File: src/rtl/cpu_control_sequencer_pkg.sv
// rtl/cpu_control_sequencer_pkg.sv - state encodings, opcodes and IR field positions for the CPU control sequencer
package cpu_ctrl_pkg;

  typedef enum logic [3:0] {
    ST_IDLE = 4'd0,
    ST_T0   = 4'd1,
    ST_T1   = 4'd2,
    ST_T2   = 4'd3,
    ST_T3   = 4'd4,
    ST_T4   = 4'd5,
    ST_T5   = 4'd6,
    ST_T6   = 4'd7,
    ST_HALT = 4'd8
  } state_t;

  typedef enum logic [2:0] {
    CLS_ALU     = 3'd0,
    CLS_MULDIV  = 3'd1,
    CLS_NOP     = 3'd2,
    CLS_HALT    = 3'd3,
    CLS_ILLEGAL = 3'd4
  } op_class_t;

  localparam logic [4:0] OP_ADD  = 5'b00011;
  localparam logic [4:0] OP_SUB  = 5'b00100;
  localparam logic [4:0] OP_AND  = 5'b00101;
  localparam logic [4:0] OP_OR   = 5'b00110;
  localparam logic [4:0] OP_SHR  = 5'b00111;
  localparam logic [4:0] OP_SHL  = 5'b01000;
  localparam logic [4:0] OP_SHRA = 5'b01001;
  localparam logic [4:0] OP_ROR  = 5'b01010;
  localparam logic [4:0] OP_NEG  = 5'b01011;
  localparam logic [4:0] OP_NOT  = 5'b01100;
  localparam logic [4:0] OP_ROL  = 5'b01101;
  localparam logic [4:0] OP_MUL  = 5'b01110;
  localparam logic [4:0] OP_DIV  = 5'b01111;
  localparam logic [4:0] OP_NOP  = 5'b11010;
  localparam logic [4:0] OP_HALT = 5'b11011;

  localparam int OPC_HI = 31;
  localparam int RA_HI  = 26;
  localparam int RB_HI  = 22;
  localparam int RC_HI  = 18;
  localparam int REG_W  = 4;

  // Opcodes from OP_ADD through OP_ROL all share the three-step R-format path.
  function automatic op_class_t classify(input logic [4:0] op);
    if (op >= OP_ADD && op <= OP_ROL) return CLS_ALU;
    case (op)
      OP_MUL, OP_DIV: return CLS_MULDIV;
      OP_NOP:         return CLS_NOP;
      OP_HALT:        return CLS_HALT;
      default:        return CLS_ILLEGAL;
    endcase
  endfunction

endpackage

File: src/rtl/cpu_control_sequencer_if.sv
// rtl/cpu_control_sequencer_if.sv - control strobe bundle between sequencer (master) and datapath (slave)
interface cpu_control_sequencer_if #(
  parameter int NUM_REGS = 16,
  parameter int OP_W     = 5
);
  logic [31:0]         IR;
  logic [NUM_REGS-1:0] Rin;
  logic [NUM_REGS-1:0] Rout;
  logic PCout, PCin, IncPC, MARin, MDRin, MDRout, Read, IRin;
  logic Yin, Yout, Zin, ZLOin, ZHIin, ZLowSelect, ZLOout, ZHIout;
  logic HIin, Loin;
  logic [OP_W-1:0]     ALUSelection;
  logic done, halted;

  modport master (
    input  IR,
    output Rin, Rout,
    output PCout, PCin, IncPC, MARin, MDRin, MDRout, Read, IRin,
    output Yin, Yout, Zin, ZLOin, ZHIin, ZLowSelect, ZLOout, ZHIout,
    output HIin, Loin, ALUSelection, done, halted
  );

  modport slave (
    output IR,
    input  Rin, Rout,
    input  PCout, PCin, IncPC, MARin, MDRin, MDRout, Read, IRin,
    input  Yin, Yout, Zin, ZLOin, ZHIin, ZLowSelect, ZLOout, ZHIout,
    input  HIin, Loin, ALUSelection, done, halted
  );
endinterface

File: src/rtl/cpu_control_sequencer_reg_select_decoder.sv
// rtl/cpu_control_sequencer_reg_select_decoder.sv - 4-bit register index plus enable to one-hot select
module reg_select_decoder #(
  parameter int NUM_REGS = 16
) (
  input  logic [3:0]          idx,
  input  logic                en,
  output logic [NUM_REGS-1:0] onehot
);

  // Index wraps modulo NUM_REGS so a narrow register file never sees an all-zero select.
  always_comb begin
    onehot = '0;
    for (int i = 0; i < NUM_REGS; i++) begin
      if (en && ((int'(idx) % NUM_REGS) == i)) onehot[i] = 1'b1;
    end
  end

endmodule

File: src/rtl/cpu_control_sequencer.sv
// rtl/cpu_control_sequencer.sv - hardwired fetch/execute control FSM; CTRL_ILLEGAL_TRAP_EN traps illegal opcodes to HALT
module cpu_control_sequencer
  import cpu_ctrl_pkg::*;
#(
  parameter int NUM_REGS = 16,
  parameter int OP_W     = 5
) (
  input  logic clk,
  input  logic clr,
  input  logic run,
  cpu_control_sequencer_if.master bus
`ifdef CTRL_ILLEGAL_TRAP_EN
  ,
  output logic illegal_op
`endif
);

  state_t     state, state_nx;
  op_class_t  cls;
  logic [OP_W-1:0]  opcode;
  logic [REG_W-1:0] ra, rb, rc, rout_idx;
  logic             rout_en, rin_en;
  logic             unused_ir;

  assign opcode    = bus.IR[OPC_HI -: OP_W];
  assign ra        = bus.IR[RA_HI -: REG_W];
  assign rb        = bus.IR[RB_HI -: REG_W];
  assign rc        = bus.IR[RC_HI -: REG_W];
  assign unused_ir = ^bus.IR[RC_HI-REG_W:0];
  assign cls       = classify(5'(opcode));

  always_ff @(posedge clk or posedge clr) begin
    if (clr) state <= ST_IDLE;
    else     state <= state_nx;
  end

  always_comb begin
    state_nx = state;
    case (state)
      ST_IDLE: if (run) state_nx = ST_T0;
      ST_T0:   state_nx = ST_T1;
      ST_T1:   state_nx = ST_T2;
      ST_T2:   state_nx = ST_T3;
      ST_T3: begin
        case (cls)
          CLS_ALU, CLS_MULDIV: state_nx = ST_T4;
          CLS_HALT:            state_nx = ST_HALT;
`ifdef CTRL_ILLEGAL_TRAP_EN
          CLS_ILLEGAL:         state_nx = ST_HALT;
`endif
          default:             state_nx = run ? ST_T0 : ST_IDLE;
        endcase
      end
      ST_T4:   state_nx = ST_T5;
      ST_T5:   state_nx = (cls == CLS_MULDIV) ? ST_T6 : (run ? ST_T0 : ST_IDLE);
      ST_T6:   state_nx = run ? ST_T0 : ST_IDLE;
      ST_HALT: state_nx = ST_HALT;
      default: state_nx = ST_IDLE;
    endcase
  end

  always_comb begin
    bus.PCout = 1'b0; bus.PCin = 1'b0; bus.IncPC = 1'b0; bus.MARin = 1'b0;
    bus.MDRin = 1'b0; bus.MDRout = 1'b0; bus.Read = 1'b0; bus.IRin = 1'b0;
    bus.Yin = 1'b0; bus.Yout = 1'b0; bus.Zin = 1'b0; bus.ZLOin = 1'b0;
    bus.ZHIin = 1'b0; bus.ZLowSelect = 1'b0; bus.ZLOout = 1'b0; bus.ZHIout = 1'b0;
    bus.HIin = 1'b0; bus.Loin = 1'b0; bus.done = 1'b0;
    bus.ALUSelection = '0;
    bus.halted = (state == ST_HALT);
    rout_en  = 1'b0;
    rout_idx = rb;
    rin_en   = 1'b0;
`ifdef CTRL_ILLEGAL_TRAP_EN
    illegal_op = 1'b0;
`endif
    case (state)
      ST_T0: begin
        bus.PCout = 1'b1; bus.MARin = 1'b1; bus.IncPC = 1'b1;
        bus.Zin = 1'b1; bus.ZLOin = 1'b1;
      end
      ST_T1: begin
        bus.ZLowSelect = 1'b1; bus.ZLOout = 1'b1; bus.PCin = 1'b1;
        bus.Read = 1'b1; bus.MDRin = 1'b1;
      end
      ST_T2: begin
        bus.MDRout = 1'b1; bus.IRin = 1'b1;
      end
      ST_T3: begin
        case (cls)
          CLS_ALU, CLS_MULDIV: begin
            rout_en = 1'b1;
            bus.Yin = 1'b1;
          end
`ifdef CTRL_ILLEGAL_TRAP_EN
          CLS_ILLEGAL: illegal_op = 1'b1;
`endif
          default: bus.done = 1'b1;
        endcase
      end
      ST_T4: begin
        rout_en  = 1'b1;
        rout_idx = rc;
        bus.Yout = 1'b1; bus.Zin = 1'b1; bus.ZLOin = 1'b1;
        bus.ZHIin = (cls == CLS_MULDIV);
        bus.ALUSelection = opcode;
      end
      ST_T5: begin
        bus.ZLowSelect = 1'b1; bus.ZLOout = 1'b1;
        // Mul/div park the low word in LO and finish in T6; ALU ops write ra here.
        if (cls == CLS_MULDIV) begin
          bus.Loin = 1'b1;
        end else begin
          rin_en   = 1'b1;
          bus.done = 1'b1;
        end
      end
      ST_T6: begin
        bus.ZHIout = 1'b1; bus.HIin = 1'b1; bus.done = 1'b1;
      end
      default: ;
    endcase
  end

  reg_select_decoder #(.NUM_REGS(NUM_REGS)) u_rout_dec (
    .idx    (rout_idx),
    .en     (rout_en),
    .onehot (bus.Rout)
  );

  reg_select_decoder #(.NUM_REGS(NUM_REGS)) u_rin_dec (
    .idx    (ra),
    .en     (rin_en),
    .onehot (bus.Rin)
  );

endmodule

File: src/flat_wrapper.sv
// flat-port wrapper written by rule: the top's interface ports become plain ports
module cpu_control_sequencer_flat import cpu_ctrl_pkg::*;
#(
  parameter int NUM_REGS = 16,
  parameter int OP_W     = 5
)
  (clk, clr, run, bus_IR, bus_Rin, bus_Rout, bus_PCout, bus_PCin, bus_IncPC, bus_MARin, bus_MDRin, bus_MDRout, bus_Read, bus_IRin, bus_Yin, bus_Yout, bus_Zin, bus_ZLOin, bus_ZHIin, bus_ZLowSelect, bus_ZLOout, bus_ZHIout, bus_HIin, bus_Loin, bus_ALUSelection, bus_done, bus_halted);
  cpu_control_sequencer_if #(.NUM_REGS(NUM_REGS), .OP_W(OP_W)) bus_i ();
  input  logic clk;
  input  logic clr;
  input  logic run;
  input wire logic [$bits(bus_i.IR)-1:0] bus_IR;
  output wire logic [$bits(bus_i.Rin)-1:0] bus_Rin;
  output wire logic [$bits(bus_i.Rout)-1:0] bus_Rout;
  output wire logic [$bits(bus_i.PCout)-1:0] bus_PCout;
  output wire logic [$bits(bus_i.PCin)-1:0] bus_PCin;
  output wire logic [$bits(bus_i.IncPC)-1:0] bus_IncPC;
  output wire logic [$bits(bus_i.MARin)-1:0] bus_MARin;
  output wire logic [$bits(bus_i.MDRin)-1:0] bus_MDRin;
  output wire logic [$bits(bus_i.MDRout)-1:0] bus_MDRout;
  output wire logic [$bits(bus_i.Read)-1:0] bus_Read;
  output wire logic [$bits(bus_i.IRin)-1:0] bus_IRin;
  output wire logic [$bits(bus_i.Yin)-1:0] bus_Yin;
  output wire logic [$bits(bus_i.Yout)-1:0] bus_Yout;
  output wire logic [$bits(bus_i.Zin)-1:0] bus_Zin;
  output wire logic [$bits(bus_i.ZLOin)-1:0] bus_ZLOin;
  output wire logic [$bits(bus_i.ZHIin)-1:0] bus_ZHIin;
  output wire logic [$bits(bus_i.ZLowSelect)-1:0] bus_ZLowSelect;
  output wire logic [$bits(bus_i.ZLOout)-1:0] bus_ZLOout;
  output wire logic [$bits(bus_i.ZHIout)-1:0] bus_ZHIout;
  output wire logic [$bits(bus_i.HIin)-1:0] bus_HIin;
  output wire logic [$bits(bus_i.Loin)-1:0] bus_Loin;
  output wire logic [$bits(bus_i.ALUSelection)-1:0] bus_ALUSelection;
  output wire logic [$bits(bus_i.done)-1:0] bus_done;
  output wire logic [$bits(bus_i.halted)-1:0] bus_halted;
  assign bus_i.IR = bus_IR;
  assign bus_Rin = bus_i.Rin;
  assign bus_Rout = bus_i.Rout;
  assign bus_PCout = bus_i.PCout;
  assign bus_PCin = bus_i.PCin;
  assign bus_IncPC = bus_i.IncPC;
  assign bus_MARin = bus_i.MARin;
  assign bus_MDRin = bus_i.MDRin;
  assign bus_MDRout = bus_i.MDRout;
  assign bus_Read = bus_i.Read;
  assign bus_IRin = bus_i.IRin;
  assign bus_Yin = bus_i.Yin;
  assign bus_Yout = bus_i.Yout;
  assign bus_Zin = bus_i.Zin;
  assign bus_ZLOin = bus_i.ZLOin;
  assign bus_ZHIin = bus_i.ZHIin;
  assign bus_ZLowSelect = bus_i.ZLowSelect;
  assign bus_ZLOout = bus_i.ZLOout;
  assign bus_ZHIout = bus_i.ZHIout;
  assign bus_HIin = bus_i.HIin;
  assign bus_Loin = bus_i.Loin;
  assign bus_ALUSelection = bus_i.ALUSelection;
  assign bus_done = bus_i.done;
  assign bus_halted = bus_i.halted;
  cpu_control_sequencer #(.NUM_REGS(NUM_REGS), .OP_W(OP_W)) u_core (.clk(clk), .clr(clr), .run(run), .bus(bus_i));
endmodule
File: config.mk
export PLATFORM = sky130hd
export DESIGN_NAME = cpu_control_sequencer_flat
export DESIGN_NICKNAME = d
export VERILOG_FILES = /design/src/rtl/cpu_control_sequencer_pkg.sv /design/src/rtl/cpu_control_sequencer_if.sv /design/src/rtl/cpu_control_sequencer_reg_select_decoder.sv /design/src/rtl/cpu_control_sequencer.sv /design/src/flat_wrapper.sv
export SDC_FILE = /design/constraint.sdc
export NUM_CORES = 1
export LEC_CHECK = 0
export CORE_UTILIZATION = 30
export DETAILED_ROUTE_END_ITERATION = 12
export MAX_ROUTING_LAYER = met4
export PLACE_DENSITY = 0.87
export SLEW_MARGIN = 10
export SYNTH_ARGS = -nofsm -noshare
export SYNTH_HDL_FRONTEND = slang
export SYNTH_SLANG_ARGS = --single-unit
File: constraint.sdc
create_clock -name clk -period 3.4 [get_ports clk]
set_input_delay 0.85 -clock clk [delete_from_list [all_inputs] [get_ports clk]]
set_output_delay 0.85 -clock clk [all_outputs]
set_load 0.03 [all_outputs]
==> results of run 1 <==
final cells by class:
class                           instances  area share (%)
Clock buffer                            3            1.45
Inverter                                2           0.482
Multi-Input combinational cell        106            41.3
Tap cell                               30            2.41
Sequential cell                         4            6.43
Timing Repair Buffer                   85            48.0
stage by stage:
| stage | hold WS, ps | power (mW) |
|---|---|---|
| 6_report | 666 | 0.775 |
| 5_1_grt | 744 | 0.832 |
| 4_1_cts | 649 | 0.779 |
| 3_5_place_dp | 645 | 0.720 |
| 3_3_place_gp | 637 | 0.708 |
| 2_1_floorplan | 582 | 0.531 |
cell usage in the layout, fill, tap and decap left out, types with 2 or more instances in the layout:
| cell | count |
|---|---|
| clkdlybuf4s50_1 | 39 |
| buf_4 | 37 |
| nor2_1 | 36 |
| nand2_1 | 12 |
| nor3_1 | 11 |
| dlygate4sd2_1 | 9 |
| nand2b_1 | 8 |
| and2_1 | 6 |
| mux2i_1 | 4 |
| dfrtp_1 | 4 |
| mux2_2 | 3 |
| clkbuf_4 | 3 |
| nand3_1 | 2 |
| a21oi_1 | 2 |
| nand3b_1 | 2 |
| inv_1 | 2 |
metal layers:
| metal | vias up | routed length [um] | global-route usage, % | share of wire [%] |
|---|---|---|---|---|
| met5 | - | 0 | - | 0 |
| met1 | 511 | 1040 | 18.3 | 39 |
| met2 | 65 | 1370 | 38.4 | 51 |
| met3 | 0 | 264 | 2.54 | 9.9 |
| li1 | 570 | - | - | - |
| met4 | 0 | 0 | 2.56 | 0 |
cells by family (layout without fill, tap and decap cells):
kind of cell / Yosys count / count (layout) / synth area share [%]
multiplexers: 7 / 7 / 9.04
AND/OR/NAND/NOR: 89 / 89 / 59.1
buffers and inverters: 13 / 90 / 10.3
flip-flops: 4 / 4 / 12.3
AO/OA/AOI/OAI: 10 / 10 / 9.34
power breakdown:
part           internal [mW]  switching (mW)  leakage (nW)
Sequential            0.0649          0.0345        0.0512
Combinational          0.260           0.359         0.615
Clock                 0.0394          0.0174        0.0138
Total                  0.364           0.411         0.680
worst paths after layout:
| path | to | slack (ps) | cells after the start |
|---|---|---|---|
| max reg2reg | u_core.state[2] | 1760 | 3 |
| min in group asynchronous | u_core.state[2] | 810 | 2 |
| min reg2reg | u_core.state[1] | 670 | 1 |
| max in group asynchronous | u_core.state[3] | 2450 | 2 |
| max | bus_Rin[0] | 110 | 7 |
| min | u_core.state[1] | 670 | 1 |
what timing repair did:
item,CTS,global route
gates resized for setup,10,1
cloned,0,0
endpoints found under the setup margin,11,8
buffers inserted,0,1
hold buffers,0,0
pin swaps,0,1
==> impl_metrics.yaml, run 1 <==
timing:
  rsz0062_at_grt: "no"
  slew_headroom_pct: 74.5
  layout_setup_ws_ps: 111
  finalClockSkew_ps: 1.45
  fmax_mhz: 304
  period_share_pct: 96.7
  tightestPinTransition_ps: 379
  finalHoldViolations: 0
  setup_violations: 0
  fin_crit_ps: 3290
  tns_ps: 0
  finalMaxSlewViolations: 0
drt:
  vias_per_cell: 4.98
  drt-wirelength-per-cell_um: 11.6
  drt.antenna.violating_nets: 0
  drc: 0
  wl_um: 2680
  vias: 1146
  drtIter0Drc: 7
  drt_pass1_iterations: 4
final_layout:
  final_util_pct: 61.8
  n_antenna_cell: 0
  largest_register: "u_core.state"
  stdcell_count: 230
  largest_reg_flops: 4
  multiInputGateArea_um2: 643
  area_growth_pct: 90.7
  fin_nets: 237
  largest_registers: "u_core.state (4)"
  n_fill_cell: 239
  design_area_um2: 1560
  ff_latch_area_um2: 100
  final_layout_size_suffix_gt1_share_pct: 27.0
power_and_ir_drop:
  power.leakage_nw: 0.680
  p_per_area_nw_per_um2: 498
  ir_drop_mv: 0.555
synth:
  synth_area_leaders: "nor2_1 (17%), dfrtp_1 (12%), buf_4 (8.3%)"
  synth_top_flop_cell: "dfrtp_1"
  synthCells: 123
  synth_edf_count: 0
  syn_area_per_cell_um2: 6.64
  yosysTopAreaCell: "nor2_1"
  yosys-top-cells-count: "nor2_1 (36), nand2_1 (12), nor3_1 (11)"
  syn-num-nets: 158
  syn-cell-area_um2: 817
  post-synth-top-count-cell: "nor2_1"
  synth.distinct_cells: 35
  yosysWarnings: 0
  synth-seq-cells: 4
  ys_seq_area_share_pct: 12.3
  yosysTopAreaCellShare_pct: 16.5
  async_reset_ff_share_pct: 100
cts:
  cts_made_buffers: 3
  cts_max_path_buffers: 2
  htreeDepth: 1
  cts.root.buffer_cell: "clkbuf_4"
  cts_tree: "built"
  clk_pin_slew_worst_paths_ps: 40
  clkLatencyLatePin_ps: 230
  cts.sinks: 4
place:
  io_buffers: 76
  place_congestion: 0.802
  place_ws_ps: -193
  hpwl_um: 2270
  dp.cells: 226
  place_area_um2: 1530
status:
  status: "finished, final reports clean"
setup_path:
  path_common_cell: "buf_4"
  path_buf_inv: 3
  crit_family: "simple AND/OR/NAND/NOR gates"
  critPathLaunchType: "input pin"
  r2r_start: "u_core.state[3]"
  critPathLaunch: "bus_IR[28]"
  cp.required_ps: 2550
  path_max_fanout: 4
  critPathCaptureType: "output pin"
  slowest_stage: "clkdlybuf4s50_1"
  worstPathCellList: "clkdlybuf4s50_1, buf_4, nand4b_2, nor3b_4, or3b_4, nor3_2, buf_4"
  cp.arrival_ps: 2440
  crit_type: "input pin to output pin"
  slowest_delay_ps: 440
grt:
  grt-ovfl-total: 0
  grt_pass1_wl_um: 4000
  grt_max_degree: 15
  antenna_found_initial: 0
  track_usage_pct: 18.7
  grt_pass1_vias: 1027
die:
  chipHeight_um: 54.2
  core-area_um2: 2520
  rows: 18
  die_w_um: 54.2
  ios: 92
  die_area_um2: 2940
  initial_core_util_pct: 32.4
flow_run:
  maxCapViolCount: 0
worst_hold_path:
  hp-class: "flop to flop"
  min-delay-start: "u_core.state[3]"
Power figures use the tool's default switching activity.
==> run 2, diff against run 1 <==
--- a/config.mk
+++ b/config.mk
@@ -9,7 +9,6 @@
 export DETAILED_ROUTE_END_ITERATION = 12
 export MAX_ROUTING_LAYER = met4
 export PLACE_DENSITY = 0.87
-export SLEW_MARGIN = 10
 export SYNTH_ARGS = -nofsm -noshare
 export SYNTH_HDL_FRONTEND = slang
 export SYNTH_SLANG_ARGS = --single-unit
==> results of run 2 <==
Final layout, timing and power as in run 1 (identical DEF).
